## src/rtl/retire_unit_if.sv

```systemverilog
// Shared retire types plus the bundle of ROB/LSQ/register-file/memory signals
// that connect the retire unit to the rest of the core.
package retire_pkg;
  typedef logic [4:0]  Register;
  typedef logic [31:0] MemoryWord;
  typedef logic [3:0]  tag_t;

  typedef struct packed {
    logic regwr;
    logic memwr;
  } ctrl_t;

  typedef struct packed {
    logic      ready;
    tag_t      tag;
    ctrl_t     ctrl_bits;
    Register   rd;
    MemoryWord value;
  } rob_entry;

  typedef struct packed {
    tag_t      tag;
    MemoryWord addr;
    MemoryWord data;
  } lsq_entry;
endpackage

interface retire_unit_if #(parameter int RETIRE_WIDTH = 2);
  import retire_pkg::*;
  localparam int DEC_W = $clog2(RETIRE_WIDTH + 1);

  rob_entry  [RETIRE_WIDTH-1:0] rob_head;
  lsq_entry                     lsq_head;
  logic                         st_ack;
  logic      [DEC_W-1:0]        rob_decrement;
  logic                         lsq_decrement;
  logic      [RETIRE_WIDTH-1:0] regwr;
  Register   [RETIRE_WIDTH-1:0] rd;
  MemoryWord [RETIRE_WIDTH-1:0] value;
  rob_entry  [RETIRE_WIDTH-1:0] re;
  lsq_entry                     le;
  logic                         st_req;

  modport master (
    output rob_head, lsq_head, st_ack,
    input  rob_decrement, lsq_decrement, regwr, rd, value, re, le, st_req
  );

  modport slave (
    input  rob_head, lsq_head, st_ack,
    output rob_decrement, lsq_decrement, regwr, rd, value, re, le, st_req
  );
endinterface

```

## src/rtl/retire_unit.sv

```systemverilog
// In-order retire stage: pops up to RETIRE_WIDTH ready ROB entries per cycle and
// commits stores via a request/ack handshake. Optional RETIRE_STATS_EN adds retired_count.
module retire_unit
  import retire_pkg::*;
#(
  parameter int RETIRE_WIDTH = 2
) (
  input  logic          clk,
  input  logic          reset,
  retire_unit_if.slave  bus
`ifdef RETIRE_STATS_EN
  ,
  output logic [31:0]   retired_count
`endif
);

  localparam int DEC_W = $clog2(RETIRE_WIDTH + 1);

  typedef enum logic {IDLE, STORE_WAIT} state_e;

  state_e                  state;
  state_e                  next_state;
  logic [RETIRE_WIDTH-1:0] retire;
  logic [DEC_W-1:0]        count;
  logic                    load_hit;
  logic                    store_hit;
  logic                    blocked;
  logic                    seen_mem;
  logic                    is_mem;

  // Retire group grows from the head and stops at the first non-ready slot,
  // a second memory op, or right after a store.
  always_comb begin
    retire    = '0;
    count     = '0;
    load_hit  = 1'b0;
    store_hit = 1'b0;
    seen_mem  = 1'b0;
    is_mem    = 1'b0;
    blocked   = (state != IDLE);
    for (int i = 0; i < RETIRE_WIDTH; i++) begin
      is_mem = (bus.rob_head[i].tag == bus.lsq_head.tag);
      if (!blocked && bus.rob_head[i].ready && !(is_mem && seen_mem)) begin
        retire[i] = 1'b1;
        count     = count + DEC_W'(1);
        if (is_mem) begin
          seen_mem = 1'b1;
          if (bus.rob_head[i].ctrl_bits.memwr) begin
            store_hit = 1'b1;
            blocked   = 1'b1;
          end else begin
            load_hit = 1'b1;
          end
        end
      end else begin
        blocked = 1'b1;
      end
    end
  end

  always_ff @(posedge clk or negedge reset) begin
    if (!reset) state <= IDLE;
    else        state <= next_state;
  end

  always_comb begin
    next_state = state;
    case (state)
      IDLE:       if (store_hit)  next_state = STORE_WAIT;
      STORE_WAIT: if (bus.st_ack) next_state = IDLE;
      default:    next_state = IDLE;
    endcase
  end

  // Pop counts are combinational but forced to zero while reset is held.
  always_comb begin
    bus.rob_decrement = '0;
    bus.lsq_decrement = 1'b0;
    if (reset) begin
      bus.rob_decrement = count;
      case (state)
        IDLE:       bus.lsq_decrement = load_hit;
        STORE_WAIT: bus.lsq_decrement = bus.st_ack;
        default:    bus.lsq_decrement = 1'b0;
      endcase
    end
  end

  always_ff @(posedge clk or negedge reset) begin
    if (!reset) begin
      bus.regwr <= '0;
      bus.rd    <= '0;
      bus.value <= '0;
      bus.re    <= '0;
    end else begin
      for (int i = 0; i < RETIRE_WIDTH; i++) begin
        bus.regwr[i] <= retire[i] & bus.rob_head[i].ctrl_bits.regwr;
        bus.rd[i]    <= retire[i] ? bus.rob_head[i].rd    : '0;
        bus.value[i] <= retire[i] ? bus.rob_head[i].value : '0;
        bus.re[i]    <= retire[i] ? bus.rob_head[i]       : '0;
      end
    end
  end

  // The committed store is captured once and held until memory acknowledges it.
  always_ff @(posedge clk or negedge reset) begin
    if (!reset) begin
      bus.st_req <= 1'b0;
      bus.le     <= '0;
    end else begin
      bus.st_req <= (next_state == STORE_WAIT);
      if (state == IDLE && next_state == STORE_WAIT) bus.le <= bus.lsq_head;
      else if (next_state == IDLE)                  bus.le <= '0;
    end
  end

`ifdef RETIRE_STATS_EN
  always_ff @(posedge clk or negedge reset) begin
    if (!reset) retired_count <= '0;
    else        retired_count <= retired_count + 32'(bus.rob_decrement);
  end
`endif

endmodule
```

## src/flat_wrapper.sv

```systemverilog
// flat-port wrapper written by rule: the top's interface ports become plain ports
module retire_unit_flat import retire_pkg::*;
#(
  parameter int RETIRE_WIDTH = 2
)
  (clk, reset, bus_rob_head, bus_lsq_head, bus_st_ack, bus_rob_decrement, bus_lsq_decrement, bus_regwr, bus_rd, bus_value, bus_re, bus_le, bus_st_req);
  retire_unit_if #(.RETIRE_WIDTH(RETIRE_WIDTH)) bus_i ();
  input  logic clk;
  input  logic reset;
  input wire logic [$bits(bus_i.rob_head)-1:0] bus_rob_head;
  input wire logic [$bits(bus_i.lsq_head)-1:0] bus_lsq_head;
  input wire logic [$bits(bus_i.st_ack)-1:0] bus_st_ack;
  output wire logic [$bits(bus_i.rob_decrement)-1:0] bus_rob_decrement;
  output wire logic [$bits(bus_i.lsq_decrement)-1:0] bus_lsq_decrement;
  output wire logic [$bits(bus_i.regwr)-1:0] bus_regwr;
  output wire logic [$bits(bus_i.rd)-1:0] bus_rd;
  output wire logic [$bits(bus_i.value)-1:0] bus_value;
  output wire logic [$bits(bus_i.re)-1:0] bus_re;
  output wire logic [$bits(bus_i.le)-1:0] bus_le;
  output wire logic [$bits(bus_i.st_req)-1:0] bus_st_req;
  assign bus_i.rob_head = bus_rob_head;
  assign bus_i.lsq_head = bus_lsq_head;
  assign bus_i.st_ack = bus_st_ack;
  assign bus_rob_decrement = bus_i.rob_decrement;
  assign bus_lsq_decrement = bus_i.lsq_decrement;
  assign bus_regwr = bus_i.regwr;
  assign bus_rd = bus_i.rd;
  assign bus_value = bus_i.value;
  assign bus_re = bus_i.re;
  assign bus_le = bus_i.le;
  assign bus_st_req = bus_i.st_req;
  retire_unit #(.RETIRE_WIDTH(RETIRE_WIDTH)) u_core (.clk(clk), .reset(reset), .bus(bus_i));
endmodule
```

## config.mk

```make
export PLATFORM = sky130hd
export DESIGN_NAME = retire_unit_flat
export DESIGN_NICKNAME = d
export VERILOG_FILES = /design/src/rtl/retire_unit_if.sv /design/src/rtl/retire_unit.sv /design/src/flat_wrapper.sv
export SDC_FILE = /design/constraint.sdc
export NUM_CORES = 1
export LEC_CHECK = 0
export CORE_AREA = 3 3 154 156
export CTS_BUF_LIST = sky130_fd_sc_hd__clkbuf_16
export DETAILED_ROUTE_END_ITERATION = 12
export DIE_AREA = 0 0 157 159
export PLACE_DENSITY = 0.62
export SYNTH_ARGS = -nofsm -noshare
export SYNTH_HDL_FRONTEND = slang
export SYNTH_SLANG_ARGS = --single-unit
```

## constraint.sdc

```tcl
create_clock -name clk -period 2.8 [get_ports clk]
set_clock_uncertainty 0.05 [all_clocks]
set_input_delay 0.56 -clock clk [delete_from_list [all_inputs] [get_ports clk]]
set_output_delay 0.56 -clock clk [all_outputs]
set_load 0.02 [all_outputs]
```

# == Word level (Yosys, flattened, before mapping) ==
# Index checks and enable logic that the tools add are counted.
# totals
reg_bits,233
wordCells,71
in_bits,159
# classes
n_reduce_logical,8
add_sub_neg,1
muxes,35
eq_ne,3
n_bitwise,3
# op_table
operator,count
$mux W68,2
$mux W44,2
$mux W32,2
$mux W1,23
$mux W5,2
$eq A4 B4 Y1,2
$logic_and A1 B1 Y1,5
$mux W2,2
$pmux W1 S2,2
$logic_not A1 Y1,3
$add A2 B1 Y2 const B,1
$and A1 B1 Y1,2
$ne A2 B2 Y1 const B,1
$not A1 Y1,1

# == Depth between registers and ports, before layout ==
# logic_depth
depth_word,11
mapped_depth,7
mapped_depth_nobuf,5

# == Worst setup path after synthesis ==
# OpenSTA, ideal clock, no wires.
# synth_path
path_type,input port to output port
startpoint,in bus_lsq_head[65]
endpoint,out bus_lsq_decrement
path_slack_ns,0.099
arrival_ns,2.091
n_path_buf,0
required_ns,2.190
cell_stages,4
path_cell_list,xor2_1 -> or4_4 -> or4_1 -> a21oi_1
# synth_between
elab_chain_len,9
# synth_rtl
element,line,rtl
from (decl),flat_wrapper.sv:11,input wire logic [$bits(bus_i.lsq_head)-1:0] bus_lsq_head;
$eq A4 B4 Y1,retire_unit.sv:42,is_mem = (bus.rob_head[i].tag == bus.lsq_head.tag);
$mux W1,retire_unit.sv:46,if (is_mem) begin
$mux W1,retire_unit.sv:43,if (!blocked && bus.rob_head[i].ready && !(is_mem && seen_mem)) begin
$logic_not A1 Y1 / $logic_and A1 B1 Y1 (equally long branches),retire_unit.sv:43,
$logic_and A1 B1 Y1 / $logic_not A1 Y1 (equally long branches),retire_unit.sv:43,
$logic_and A1 B1 Y1,retire_unit.sv:43,
$mux W1 (*),retire_unit.sv:43,
$pmux W1 S2 (*),retire_unit.sv:81,case (state)
$mux W1 (*),retire_unit.sv:79,if (reset) begin
to (decl),flat_wrapper.sv:14,output wire logic [$bits(bus_i.lsq_decrement)-1:0] bus_lsq_decrement;
# Every way passes the cells marked *; elsewhere a longest branch is shown, timed or not.

# == Final worst setup path ==
# layout_path
startpoint,in bus_lsq_head[67]
endpoint,out bus_lsq_decrement
# Same word-level chain as after synthesis.

==> impl_metrics.tcl <==
set metrics [dict create \
    outcome "finished with violations" \
    violations "setup timing" \
    critPathRequiredTime_ps 2190 \
    synth_top_area_cell "dfrtp_1" \
    peakVddDrop_v 0.000328 \
    rows 55 \
    synthDistinctLibCells 21 \
    leakage_nw 4.58 \
    place_hpwl_um 15200 \
    insertion_delay_ps 410 \
    setup_slack_ps -40.3 \
    drt_wl_total_um 20100 \
    fp.coreArea_um2 22500 \
    crit_chain "buf_2 -> xor2_1 -> buf_4 -> or4_4 -> or4_4 -> a21oi_4 -> buf_12" \
    max_cap_violations 0 \
    dr.pass1.iters 4 \
    ant_nets 0 \
    slew_headroom_pct 47.6 \
    synthCells 441 \
    setup_viol 1 \
    arrival_ps 2230 \
    cts_hold_buffers 0 \
    drv_slew 0 \
    avgSynthCellArea_um2 13.5 \
    h-tree-depth 4 \
    synthTopCellsByArea "dfrtp_1, a22o_1, buf_4" \
    drtIter0Drc 146 \
    numClockSinks 157 \
    vias 4576 \
    antenna_found_initial 2 \
    max_freq_mhz 352 \
    power_mw 5.65 \
    powerDensity_nw_per_um2 540 \
    fillCellCount 2083 \
    syn_nets 601 \
    worstMarginPinSlew_ps 786 \
    cts_buffers 17 \
    die_y_um 159 \
    syn_area_um2 5970 \
    worstSetupPathType "in2out" \
    rsz0062_at_grt "true" \
    yosysWarnings 0 \
    globalplace.congestion 0.734 \
    wl_per_cell_um 18.6 \
    hold_violations 0 \
    cp_common_cell "or4_4" \
    slowest_stage "or4_4" \
    final_cells 1078 \
    path_max_fanout 3 \
    crit_family "simple AND/OR/NAND/NOR gates" \
    final_cell_mix "clkdlybuf4s50_1, dfrtp_1, and2_1" \
    n_antenna_cell 0 \
    die_w_um 157 \
    grt_max_degree 70 \
    via_per_inst 4.24 \
    crit_path_start_kind "input pin" \
    period_needed_ps 2840 \
    io_buffers 394 \
    cpPeakStageDelay_ps 510 \
    grt_overflow 0 \
    ys_seq_area_share_pct 65.8 \
    fin_crit_sh_pct 101 \
    endpoint_kind "primary output" \
    num_io_pins 395 \
    path_buf_inv 3 \
    synth_seq_cells 157 \
    cts_root_buf "clkbuf_16" \
    start_util_pct 26.5 \
    grt_pass1_vias 4981 \
    final_common_cell "clkdlybuf4s50_1" \
    nets 940 \
    hold_path_class "in2async" \
    dp.cells 1045 \
    drive_gt1_share_pct 10.2 \
    yosysTopAreaCellShare_pct 65.8 \
    syn_to_final_growth_pct 75.2 \
    clockBufferDepth 2 \
    cts_tree "built" \
    grt_pass1_wl_um 30300 \
    drc 0 \
    clkSlewWorstSetupHoldPaths_ps 60 \
    die_area_um2 25000 \
    track_usage_pct 16.0 \
]
## layout make-up
class	instances	area [um^2]	area share, %
multi-input combinational	182	1440	13.7
inverter	2	7.51	0.0717
clock buffer	17	425	4.06
timing repair buffer	420	4150	39.7
clock inverter	15	161	1.54
sequential	157	3930	37.5
tap	285	357	3.41
## report_power, final
| group | switching, mW | internal, mW | leakage [nW] |
|---|---|---|---|
| registers | 0.0465 | 2.35 | 2.12 |
| clock network | 0.993 | 1.33 | 0.282 |
| logic | 0.422 | 0.509 | 2.18 |
## cells by family (layout without fill, tap and decap cells)
kind of cell	after synthesis	after routing	share of synthesized area [%]
and+or+nand+nor	98	98	10.3
AOI/OAI and AO/OA	75	75	11.1
buffers and inverters	102	454	11.5
DFF	157	157	65.8
xor gates and xnor gates	8	8	1.17
adders and majority gates	1	1	0.209
## through the flow
| step | instance area [um^2] | TNS [ps] | hold slack, ps | worst slack [ps] | util [%] |
|---|---|---|---|---|---|
| global placement | 9830 | -4170 | 437 | -775 | 43.7 |
| finish | 10500 | -40.3 | 179 | -40.3 | 46.5 |
| global route | 10500 | -90.0 | 204 | -90.0 | 46.5 |
| CTS | 10500 | -101 | 187 | -82.3 | 46.5 |
| detailed placement | 9830 | -3660 | 440 | -779 | 43.7 |
| floorplan | 5970 | 0 | 214 | 98.5 | - |
## repair_timing
action                     CTS  global route
pin swaps                   10             3
resized for setup           50             4
setup endpoints to repair    3             3
setup buffers                0             1
## flip-flops by register name (all words and copies together), names as in the netlist
signal and flops:
u_core.bus.le 68, u_core.bus.rd 10, u_core.bus.re 15, u_core.bus.regwr 1, u_core.bus.value 62, u_core.state 1
## metal layers
layer / vias up / GRT usage [%] / part of all wire [%]
met1: 2229 / 19.0 / 40
met5: - / 0 / 0.070
li1: 2090 / - / -
met4: 4 / 4.58 / 1.4
met2: 233 / 27.3 / 50
met3: 20 / 5.65 / 8.6
## synth_stat cells
master	number
or2_2	1
inv_1	2
buf_6	1
a31oi_1	1
a22o_1	68
or4_1	2
xor2_1	8
nand2_1	2
or4_4	1
buf_2	5
buf_4	77
a21oi_1	3
nor2b_1	3
o32ai_4	1
and2_1	87
ha_1	1
nand2b_1	1
dfrtp_1	157
clkbuf_1	17
nor4_1	1
o41ai_1	2
## final timing paths
path	start	endpoint	slack (ps)	cells after the start
worst max register to register	u_core.state$_DFF_PN0_	u_core.bus.le[66]$_DFFE_PN0P_	840	7
worst min-delay path	reset	u_core.bus.value[27]$_DFF_PN0_	180	2
worst max-delay path	bus_lsq_head[67]	bus_lsq_decrement	-40	7
worst min register to register	u_core.bus.le[6]$_DFFE_PN0P_	u_core.bus.le[6]$_DFFE_PN0P_	450	1
max in group asynchronous	reset	u_core.bus.value[46]$_DFF_PN0_	1870	2
min in group clk	bus_rob_head[85]	u_core.bus.re[85]$_DFF_PN0_	320	2
Note: power is estimated with default switching activity, not from simulation.
